--- config.mk ---
export PLATFORM = sky130hd
export DESIGN_NAME = shift_arbiter_16b
export DESIGN_NICKNAME = d
export VERILOG_FILES = /design/src/rtl/shift_arbiter_16b.sv
export SDC_FILE = /design/constraint.sdc
export NUM_CORES = 1
export LEC_CHECK = 0
export CAP_MARGIN = 20
export CORE_MARGIN = 3
export CORE_UTILIZATION = 42
export DETAILED_ROUTE_END_ITERATION = 8
export HOLD_SLACK_MARGIN = 0.12
export PLACE_DENSITY = 0.88
export SYNTH_ARGS = -nofsm -noshare
export SYNTH_HDL_FRONTEND = slang
export SYNTH_SLANG_ARGS = --single-unit
--- constraint.sdc ---
create_clock -name clk -period 4.45 [get_ports clk]
set_input_delay 0.6675 -clock clk [delete_from_list [all_inputs] [get_ports clk]]
set_output_delay 0.6675 -clock clk [all_outputs]
set_load 0.005 [all_outputs]
--- src/rtl/shift_arbiter_16b.sv ---
// shift_arbiter_16b: round-robin sequencer sharing one 16-bit barrel shifter between requesters A and B
module shift_arbiter_16b #(
   parameter int W   = 16,
   parameter int SHW = 5
) (
   input  logic           clk,
   input  logic           rst,
   input  logic           req_a,
   input  logic [W-1:0]   in_a,
   input  logic [SHW-1:0] sh_a,
   input  logic           cont_a,
   input  logic           sign_a,
   output logic           gnt_a,
   output logic           done_a,
   input  logic           ack_a,
   input  logic           req_b,
   input  logic [W-1:0]   in_b,
   input  logic [SHW-1:0] sh_b,
   input  logic           cont_b,
   input  logic           sign_b,
   output logic           gnt_b,
   output logic           done_b,
   input  logic           ack_b,
   output logic [W-1:0]   res,
   output logic           busy,
   output logic [W-1:0]   bs_in,
   output logic [SHW-1:0] bs_sh,
   output logic           bs_cont,
   output logic           bs_sign,
   input  logic [W-1:0]   bs_out
);
   typedef enum logic [1:0] {IDLE, SHIFT, RESP} state_t;
   state_t state, state_nx;
   logic last, clamp, win_a, win_b, ack, w_cont, w_sign, w_ar, w_big;
   logic [W-1:0] w_in;
   logic [SHW-1:0] w_sh;
   assign busy = state != IDLE;
   // winner selection (last=1 means B was served last) and next-state
   always_comb begin
      win_a = req_a & (~req_b | last);
      win_b = req_b & (~req_a | ~last);
      w_in = win_a ? in_a : in_b;
      w_sh = win_a ? sh_a : sh_b;
      w_cont = win_a ? cont_a : cont_b;
      w_sign = win_a ? sign_a : sign_b;
      w_ar = w_cont & w_sign;
      w_big = w_sh >= SHW'(W);
      ack = last ? ack_b : ack_a;
      state_nx = state == IDLE ? ((win_a | win_b) ? SHIFT : IDLE) :
                 state == SHIFT ? RESP : (ack ? IDLE : RESP);
   end
   // state register
   always_ff @(posedge clk or posedge rst)
      if (rst) state <= IDLE;
      else state <= state_nx;
   // latch winner operands, capture shifter result, hold until acknowledged
   always_ff @(posedge clk or posedge rst)
      if (rst) begin
         gnt_a <= 1'b0;
         gnt_b <= 1'b0;
         done_a <= 1'b0;
         done_b <= 1'b0;
         res <= '0;
         bs_in <= '0;
         bs_sh <= '0;
         bs_cont <= 1'b0;
         bs_sign <= 1'b0;
         clamp <= 1'b0;
         last <= 1'b1;
      end else
         case (state)
            IDLE: if (win_a | win_b) begin
               bs_in <= w_in;
               bs_sh <= (w_big & w_ar) ? SHW'(W - 1) : w_sh;
               bs_cont <= w_cont;
               bs_sign <= w_sign;
               clamp <= w_big & ~w_ar;
               gnt_a <= win_a;
               gnt_b <= win_b;
               last <= win_b;
            end
            SHIFT: begin
               res <= clamp ? '0 : bs_out;
               done_a <= ~last;
               done_b <= last;
               gnt_a <= 1'b0;
               gnt_b <= 1'b0;
            end
            RESP: if (ack) begin
               done_a <= 1'b0;
               done_b <= 1'b0;
            end
            default: ;
         endcase
endmodule

==> flow_summary.ini <==
[synth]
synth_compound_gate_area_share_pct = 15.83
synth_top_family_by_area = simple AND/OR/NAND/NOR gates
synth_top_area_share_pct = 53.74
synth.top_cells.by_count = 64 x nand2_1, 46 x dfrtp_1, 24 x nor2_1, 23 x a31oi_1, 18 x o21ai_0
synth_top_cell_by_area = dfrtp_1
synth_edf_count = 0
async_flop_share_pct = 100.0
synth_fa_ha_area_share_pct = 0
yosysWarnings = 0
syn-num-nets = 307
ys_ff_latch = 47
synthDistinctLibCells = 28
synth-simple-area-share_pct = 23.77
yosysMostFrequentCell = nand2_1
ys_seq_area_share_pct = 54.96
avgSynthCellArea_sq_um = 8.963
ys.flop_type = dfrtp_1
synthTopCellsByArea = dfrtp_1 54%, nand2_1 11%, a31oi_1 6.7%
synth.cell_area_sq_mm = 0.002142
synth_xor_area_share_pct = 0
synthMuxAreaShare_pct = 0.4673
synthCells = 239

[global_route]
grt_usage_pct = 18.41
antenna_found_initial = 0
grt_pass1_vias = 1936
grt_max_degree = 48
grt_pass1_wl_mm = 8.776
grt_overflow = 0

[clock_network]
cts_root_buffer = clkbuf_8
htree_levels = 2
clk_path_buf_depth = 2
cts_tree = done
cts_resized = 0
clk_pin_slew_ps = 90
clock_latency_ps = 300
cts_hold_buf = 0
cts_sinks = 47
cts_setup_buffers = 0
cts_inserted_buffers = 5

[power]
p_sw_w = 0.0006552
leakagePower_nw = 1.401
p_int_w = 0.001266
power_density_mw_per_mm2 = 574.2
sw_frac_of_total_pct = 34.11
power_frac_seq_pct = 39.3
clock_power_share_pct = 12.9
comb_power_share_pct = 47.8
irDropWorstVdd_mv = 0.3308

[sta]
max_slew.worst_pin.slew_ps = 945.1
finalMaxSlewViolations = 0
rsz0062_at_grt = no
finalSetupTns_ps = 0
setup_viol = 0
min_period_over_period_pct = 49.27
slew_headroom_pct = 36.90
post-route-min-period_ps = 2192
timing.fmax_ghz = 0.4561
finalHoldViolCount = 0
clock_skew_ps = 6.724

[drt]
avgRoutedWirePerCell_um = 13.50
drt_iter0_drc = 72
wirelength_mm = 5.536
dr_total_vias = 2016
drtPass1Iterations = 4
vias_per_cell = 4.917
drc = 0
detail-route-antenna-nets = 0

[floorplan]
core_sq_mm = 0.004817
die-area_sq_mm = 0.005993
start_util_pct = 44.47
row_count = 25
ios = 112
fp.dieW_um = 77.42
die_h_um = 77.42

[worst_setup_path]
endpoint_kind = output pin
critical_path.max_fanout = 7
critPathKind = reg -> out
critPathLaunchType = register
arrival_ps = 1520
critPathRequiredTime_ps = 3780

[layout]
drive_gt1_share_pct = 4.665
insertedDiodeCount = 0
fin_area_sq_mm = 0.003346
syn2layout_area_growth_pct = 56.19
final.fill_count = 401
final_nets = 410

[status]
outcome = complete, no violations

[placement]
placed_cell_area_sq_mm = 0.003246
place_congestion = 0.7259
portBuffers = 111
dp_hpwl_mm = 4.091

[flow_run]
cap_viol_max_count = 0

[min_path]
worstHoldPathType = reg -> reg
## routing by layer
metal	global-route usage, %	up-vias	wire (um)
met1	20.96	924	2311
met2	31.69	82	2749
met5	0	-	0
met3	6.961	7	407
met4	6.228	0	67
li1	-	1003	-
## metrics by stage
| stage | worst slack (ps) | hold WS (ps) | utilization (%) | power [W] | std cells |
|---|---|---|---|---|---|
| 2_1_floorplan | 2668 | 473.3 | - | 0.001199 | 239 |
| 3_3_place_gp | 2140 | 459.3 | 67.38 | 0.001648 | 401 |
| 3_5_place_dp | 2066 | 478.9 | 67.38 | 0.001679 | 401 |
| 4_1_cts | 2244 | 498.7 | 69.14 | 0.001933 | 409 |
| 5_1_grt | 2162 | 530.3 | 69.45 | 0.002069 | 410 |
| 6_report | 2258 | 492.7 | 69.45 | 0.001921 | 410 |
## cells by family (layout without fill, tap and decap cells)
kind of cell | Yosys count | count (layout)
AO/OA/AOI/OAI | 56 | 56
multiplexers | 1 | 1
AND/OR/NAND/NOR | 115 | 115
flip-flops | 47 | 47
buffers and inverters | 20 | 124
## cell usage in the layout, fill, tap and decap left out, drive strengths merged, types with 2 or more instances in the layout
master           n
nand2b          18
clkdlybuf4s50  111
a31oi           23
nand2           64
o21ai           19
a21oi            8
nand3b           3
inv              4
nand3            3
dfrtp           46
o21a             2
clkbuf           6
nor2            25
## sequential cells by signal, indices dropped and copies added, names as in the netlist, 2 cells and up
register,flops
state,2
bs_in,16
res,16
bs_sh,5
## layout make-up
cell class                      count  area, sq um  area share, %
Inverter                            4        15.01         0.4488
Timing Repair Buffer              112         1126          33.66
Sequential cell                    47         1177          35.19
Clock buffer                        6        72.57          2.169
Tap cell                           67        83.83          2.506
Multi-Input combinational cell    172        858.3          25.65
Clock inverter                      2        12.51         0.3740
## critical path, cell delays in order (launching register included)
cell	delay, ps
dfrtp_1	450
nor2_2	240
inv_1	80
clkdlybuf4s50_1	450
## path summary, 6_finish.rpt
path	from	to	slack, ps	depth (start not counted)
max	state[1]$_DFF_PP0_	busy	2260	3
min	res[0]$_DFFE_PP0P_	res[0]$_DFFE_PP0P_	490	2
max reg2reg	last$_DFFE_PP1P_	bs_in[12]$_DFFE_PP0P_	2700	4
min reg2reg	res[0]$_DFFE_PP0P_	res[0]$_DFFE_PP0P_	490	2
max in group asynchronous	rst	bs_in[9]$_DFFE_PP0P_	2970	2
min in group asynchronous	rst	bs_in[10]$_DFFE_PP0P_	890	2
## power groups by stage
stage / clock network [W] / registers [W] / logic (W)
floorplan: 0 / 0.000745 / 0.000454
global placement: 0 / 0.000757 / 0.000891
detailed placement: 0 / 0.000763 / 0.000915
CTS: 0.000257 / 0.000756 / 0.000920
global route: 0.000271 / 0.000782 / 0.00102
finish: 0.000248 / 0.000754 / 0.000919
Note: power is estimated with default switching activity, not from simulation.
==> edit 1 (same flow settings) <==
`W`: 16 -> 18.
--- a/src/rtl/shift_arbiter_16b.sv
+++ b/src/rtl/shift_arbiter_16b.sv
@@ -1,5 +1,5 @@
 // shift_arbiter_16b: round-robin sequencer sharing one 16-bit barrel shifter between requesters A and B
 module shift_arbiter_16b #(
-   parameter int W   = 16,
+   parameter int W   = 18,
    parameter int SHW = 5
 ) (
Ports: changed (5 resized); port bits go from 112 to 122. No check against the original RTL was run, so the function may have changed too.
==> edit 1 against the original RTL <==
Via count is 3.3% higher. Worst setup slack worse by 0.12 ns. Area after synthesis is 14% higher. Total power is 14% higher. Wire length is 3.3% higher. Non-clock buffer count is 12 higher. Sequential cell count is 4 higher. Die area is 13% higher. Critical path depth is 2 higher. Final area is 13% higher. Worst hold slack worse by 0.0089 ns. Sequential power is 10% higher. Maximum frequency is 5.1% lower. Combinational power is 14% higher. Critical path type is now primary input to flop. Critical endpoint is now bs_sh[1].
==> edit 1: results (changes against the original RTL) <==
Synthesis
  – Most frequent cells after synthesis: 51 x nand2_1, 50 x dfrtp_1, 42 x o21ai_1, 26 x mux2i_1, 19 x nand2b_1
  – Syn Nets: 319 (+3.9%)
  – Register area share after synthesis: 52.4% (-2.6 points)
  – Synth Area in Compound Gates: 13.6% (-2.2 points)
  – Synth area leaders: dfrtp_1 51%, mux2i_1 11%, o21ai_1 8.6%
  – Post-synthesis xor/xnor area fraction: 0% (unchanged)
  – Synth cell types: 31 (+11%)

STA
  – Worst-margin pin slew: 0.616 ns (-0.329 ns)
  – Skew final: 0.00371 ns (-0.00301 ns)

Global route
  – First-pass GRT wire length: 9.29 mm (+5.8%)
  – Vias in the first global route: 2,045 (+5.6%)
  – GRT Overall Usage: 17.7% (-0.66 points)

Final layout
  – Fillers: 444 (+11%)
  – Total Nets Final: 435 (+6.1%)
  – Ratio of cells with drive above 1 in the final layout: 6.37% (+1.7 points)
  – Top flop regs: bs_in (18), res (18), bs_sh (5)

Place
  – Hpwl dp: 4.49 mm (+9.9%)
  – Buffers on Ports: 121 (+9.0%)
  – Global placement routability congestion: 0.813 (+12%)

Run status
  – Outcome: finished clean

CTS
  – Clock Latency Late Sink: slightly below 0.3 ns

Route
  – Initial DRC count: 106 (+47%)
  – Vias per inst: 4.81 (-2.2%)
  – Wire per inst: 13.2 um (-2.2%)

Critical path
  – Crit path max fanout: 28 (+21)
  – Type of origin of the critical path: primary input
  – Worst EP arrival: 2.51 ns (+0.99 ns)

Power
  – Lkg Pwr: 1.67 nW (+19%)
  – Worst vdd ir: 329 uV (-0.69%)
-- edit 1: cell count changes after synthesis, sizes merged, moves of 5 or more --
| cell | delta |
|---|---|
| nor2 | -22 |
| a31oi | -20 |
| nand2 | -12 |
| mux2i | +25 |
| nor3 | +5 |
| o21ai | +24 |
-- edit 1: metrics by stage --
stage | utilization (%) | hold slack, ns | instances | setup slack (ns) | area, sq um
after floorplan | - | 0.471 | 245 | 2.55 | 2440
after global placement | 65.6 | 0.466 | 425 | 1.87 | 3650
after detailed placement | 65.6 | 0.474 | 425 | 1.83 | 3650
final | 67.8 | 0.484 | 433 | 2.14 | 3780
after CTS | 67.4 | 0.494 | 432 | 2.14 | 3760
after global routing | 67.8 | 0.522 | 433 | 1.96 | 3780
-- edit 1: final cells by class --
class	instances	area, sq um	share of cell area, %
timing repair buffer	124	1250	33.0
clock inverter	1	30.0	0.795
tap	72	90.1	2.38
multi-input combinational	174	1040	27.6
clock buffer	6	72.6	1.92
inverter	5	18.8	0.497
sequential	51	1280	33.8
-- edit 1: final timing paths --
path / startpoint / endpoint / slack [ns] / depth (start not counted)
setup reg to reg: last / bs_sh[1] / 2.90 / 4
hold / removal: bs_in[13] / bs_in[13] / 0.48 / 2
setup / recovery: req_a / bs_sh[1] / 2.14 / 5
max in group asynchronous: rst / last / 3.16 / 3
hold reg to reg: bs_in[13] / bs_in[13] / 0.48 / 2
min in group asynchronous: rst / res[9] / 0.71 / 2
-- edit 1: routing by layer --
layer | GRT usage (%) | wire length, um | vias to the layer above
li1 | - | - | 1058
met1 | 22.3 | 2420 | 934
met2 | 29.5 | 2820 | 84
met3 | 5.97 | 427 | 6
met4 | 3.99 | 46 | 0
met5 | 0 | 0 | -
-- edit 1: logic make-up after synthesis --
family	after synthesis
and+or+nand+nor	90
AOI/OAI and AO/OA	58
DFF	51
muxes	26
buffers and inverters	20
-- edit 1: power by group --
part,switching [mW],internal [mW],total [mW]
combinational,0.439,0.613,1.05
clock,0.138,0.165,0.303
sequential,0.147,0.687,0.833
-- edit 1: worst max-delay path: stages --
cell and delay (ns):
clkdlybuf4s50_1 0.65, o21ai_4 0.62, buf_4 0.38, nand2_1 0.11, o31ai_2 0.07
==> edit 2 (config.mk and constraints unchanged) <==
Made on the original files. The 3 states of `state_t` get a one-hot encoding in 3 bits.
--- a/src/rtl/shift_arbiter_16b.sv
+++ b/src/rtl/shift_arbiter_16b.sv
@@ -30,5 +30,5 @@
    input  logic [W-1:0]   bs_out
 );
-   typedef enum logic [1:0] {IDLE, SHIFT, RESP} state_t;
+   typedef enum logic [2:0] {IDLE = 3'b001, SHIFT = 3'b010, RESP = 3'b100} state_t;
    state_t state, state_nx;
    logic last, clamp, win_a, win_b, ack, w_cont, w_sign, w_ar, w_big;
Check against the original RTL: no difference found for any inputs over 10 cycles, from zero or initial values and one cycle with rst high; not proved beyond that.
==> edit 2 against the original RTL <==
Final area grew 3.1%. Non-clock buffer count unchanged. Worst setup slack worse by 0.17 ns. Wire length is 1.0% higher. Total power increased by 2.2%. Area after synthesis rose by 3.1%. Maximum frequency shrank 7.2%. Clock skew rose by 0.0034 ns. Sequential power increased by 2%. Largest power group unchanged. Via count shrank 5.3%. Global-route usage increased by 0.31 points. Clock power rose by 13%. Sequential cell count rose by 1.
==> edit 2: results (changes against the original RTL) <==
Final layout
  – # diodes: 0 (unchanged)
  – Top flop regs: bs_in (16), res (16), bs_sh (5)
  – Ratio of cells with drive above 1 in the final layout: 5.26% (+0.60 points)
  – Fillers: 372 (-7.2%)
  – Total Nets Final: 390 (-4.9%)

CTS
  – Cts repair resizes: 0 (unchanged)
  – H-Tree Depth: 2 (unchanged)
  – CTS buffer count: 5 (unchanged)
  – Root Driver: clkbuf_8
  – Clock Latency Late Sink: 0.30 ns (about the same)

Synthesis
  – Mux share of post-synthesis cell area: 11.2% (+11 points)
  – Most frequent cells after synthesis: 46 x dfrtp_1, 27 x nor2_1, 23 x nand2_1, 22 x mux2i_1, 21 x a21oi_1
  – Register area share after synthesis: 54.5% (-0.46 points)
  – Synth Warn #: 0 (unchanged)
  – Synth Area in Compound Gates: 13.6% (-2.2 points)
  – Syn Nets: 282 (-8.1%)
  – Synth Area in Adders: 0% (unchanged)
  – Mean Syn Cell Area: 10.3 sq um (+15%)
  – Synth cell types: 28 (unchanged)
  – Synth area leaders: dfrtp_1 52%, mux2i_1 10%, a21oi_1 4.8%

Power
  – Worst vdd ir: 313 uV (-5.5%)
  – Switching share of power: 32.9% (-1.2 points)
  – Lkg Pwr: 1.48 nW (+5.9%)

Global route
  – GRT Overall Usage: 18.7% (+0.31 points)
  – Initial antenna violation count: 0 (unchanged)
  – Largest net degree at the start of global routing: 50 (+4.2%)
  – First-pass GRT wire length: 9.05 mm (+3.1%)

Place
  – Global placement routability congestion: 0.808 (+11%)
  – Buffers on Ports: 111 (unchanged)
  – Placed insts: 381 (-5.0%)
  – Pre-CTS setup slack: 2.10 ns (+0.0375 ns)
  – Hpwl dp: 4.23 mm (+3.4%)

Route
  – Total number of vias: 1,909 (-5.3%)
  – Wire per inst: 14.3 um (+6.2%)
  – Drt first pass iters: 4 (unchanged)
  – Initial DRC count: 99 (+38%)
  – DRT Wirelength: 5.59 mm (+1.0%)

Run status
  – Outcome: finished clean

Critical path
  – Worst EP arrival: 1.69 ns (+0.17 ns)
  – Crit path max fanout: 6 (-1)

STA
  – Worst-margin pin slew: 0.885 ns (-0.0598 ns)
  – Skew final: 0.0101 ns (+0.00339 ns)

Min path
  – Min-delay worst type: flop to flop
[edit 2: changes by cell type after synthesis, sizes merged, moves of 2 or more]
| cell | unedited run | this run |
|---|---|---|
| o21ai | 19 | 17 |
| mux2i | 1 | 22 |
| buf | 12 | 9 |
| o21a | 2 | 4 |
| nor2 | 25 | 27 |
| clkbuf | 4 | 2 |
| a31oi | 23 | 5 |
| a21boi | 0 | 2 |
| a21oi | 8 | 21 |
| nand3b | 3 | 1 |
| nand2 | 64 | 24 |
| mux2 | 0 | 2 |
[edit 2: layout make-up]
class / instances / area share [%]
Sequential cell: 48 / 34.9
Timing Repair Buffer: 112 / 32.8
Multi-Input combinational cell: 151 / 26.5
Clock buffer: 8 / 2.90
Tap cell: 67 / 2.43
Inverter: 4 / 0.435
[edit 2: stage by stage]
step / cell area [sq um] / power [mW] / util [%] / hold slack, ns
floorplan: 2210 / 1.23 / - / 0.473
global placement: 3330 / 1.66 / 67.8 / 0.462
detailed placement: 3330 / 1.70 / 67.8 / 0.472
CTS: 3430 / 1.99 / 69.8 / 0.490
global route: 3450 / 2.12 / 70.2 / 0.526
finish: 3450 / 1.96 / 70.2 / 0.482
[edit 2: cell families after synthesis]
group	after synthesis
AO/OA/AOI/OAI	52
multiplexers	24
AND/OR/NAND/NOR	75
buffers and inverters	15
flip-flops	48
[edit 2: final timing paths]
check	from	endpoint	slack, ns	depth (start not counted)
max	state[0]	busy	2.09	3
min	res[6]	res[6]	0.48	2
max reg2reg	state[0]	res[4]	2.57	3
min reg2reg	res[6]	res[6]	0.48	2
max in group asynchronous	rst	state[0]	3.40	3
min in group asynchronous	rst	bs_in[1]	0.54	2
[edit 2: power groups by stage]
stage               clock network (mW)  registers, mW  logic [mW]
global route                     0.302          0.804        1.01
floorplan                            0          0.768       0.458
finish                           0.280          0.768       0.915
CTS                              0.288          0.771       0.928
detailed placement                   0          0.778       0.924
global placement                     0          0.770       0.886
[edit 2: critical path, cell delays in order, from the launching register on]
cell,delay (ns)
dfstp_2,0.56
nor3b_4,0.32
inv_1,0.07
clkdlybuf4s50_1,0.45
[edit 2: layer usage]
metal / up-vias / wire [um] / GRT usage (%)
met5: - / 0 / 0
met4: 0 / 65 / 5.24
met3: 6 / 456 / 6.31
met2: 80 / 2780 / 32.2
met1: 877 / 2290 / 22.2
li1: 946 / - / -
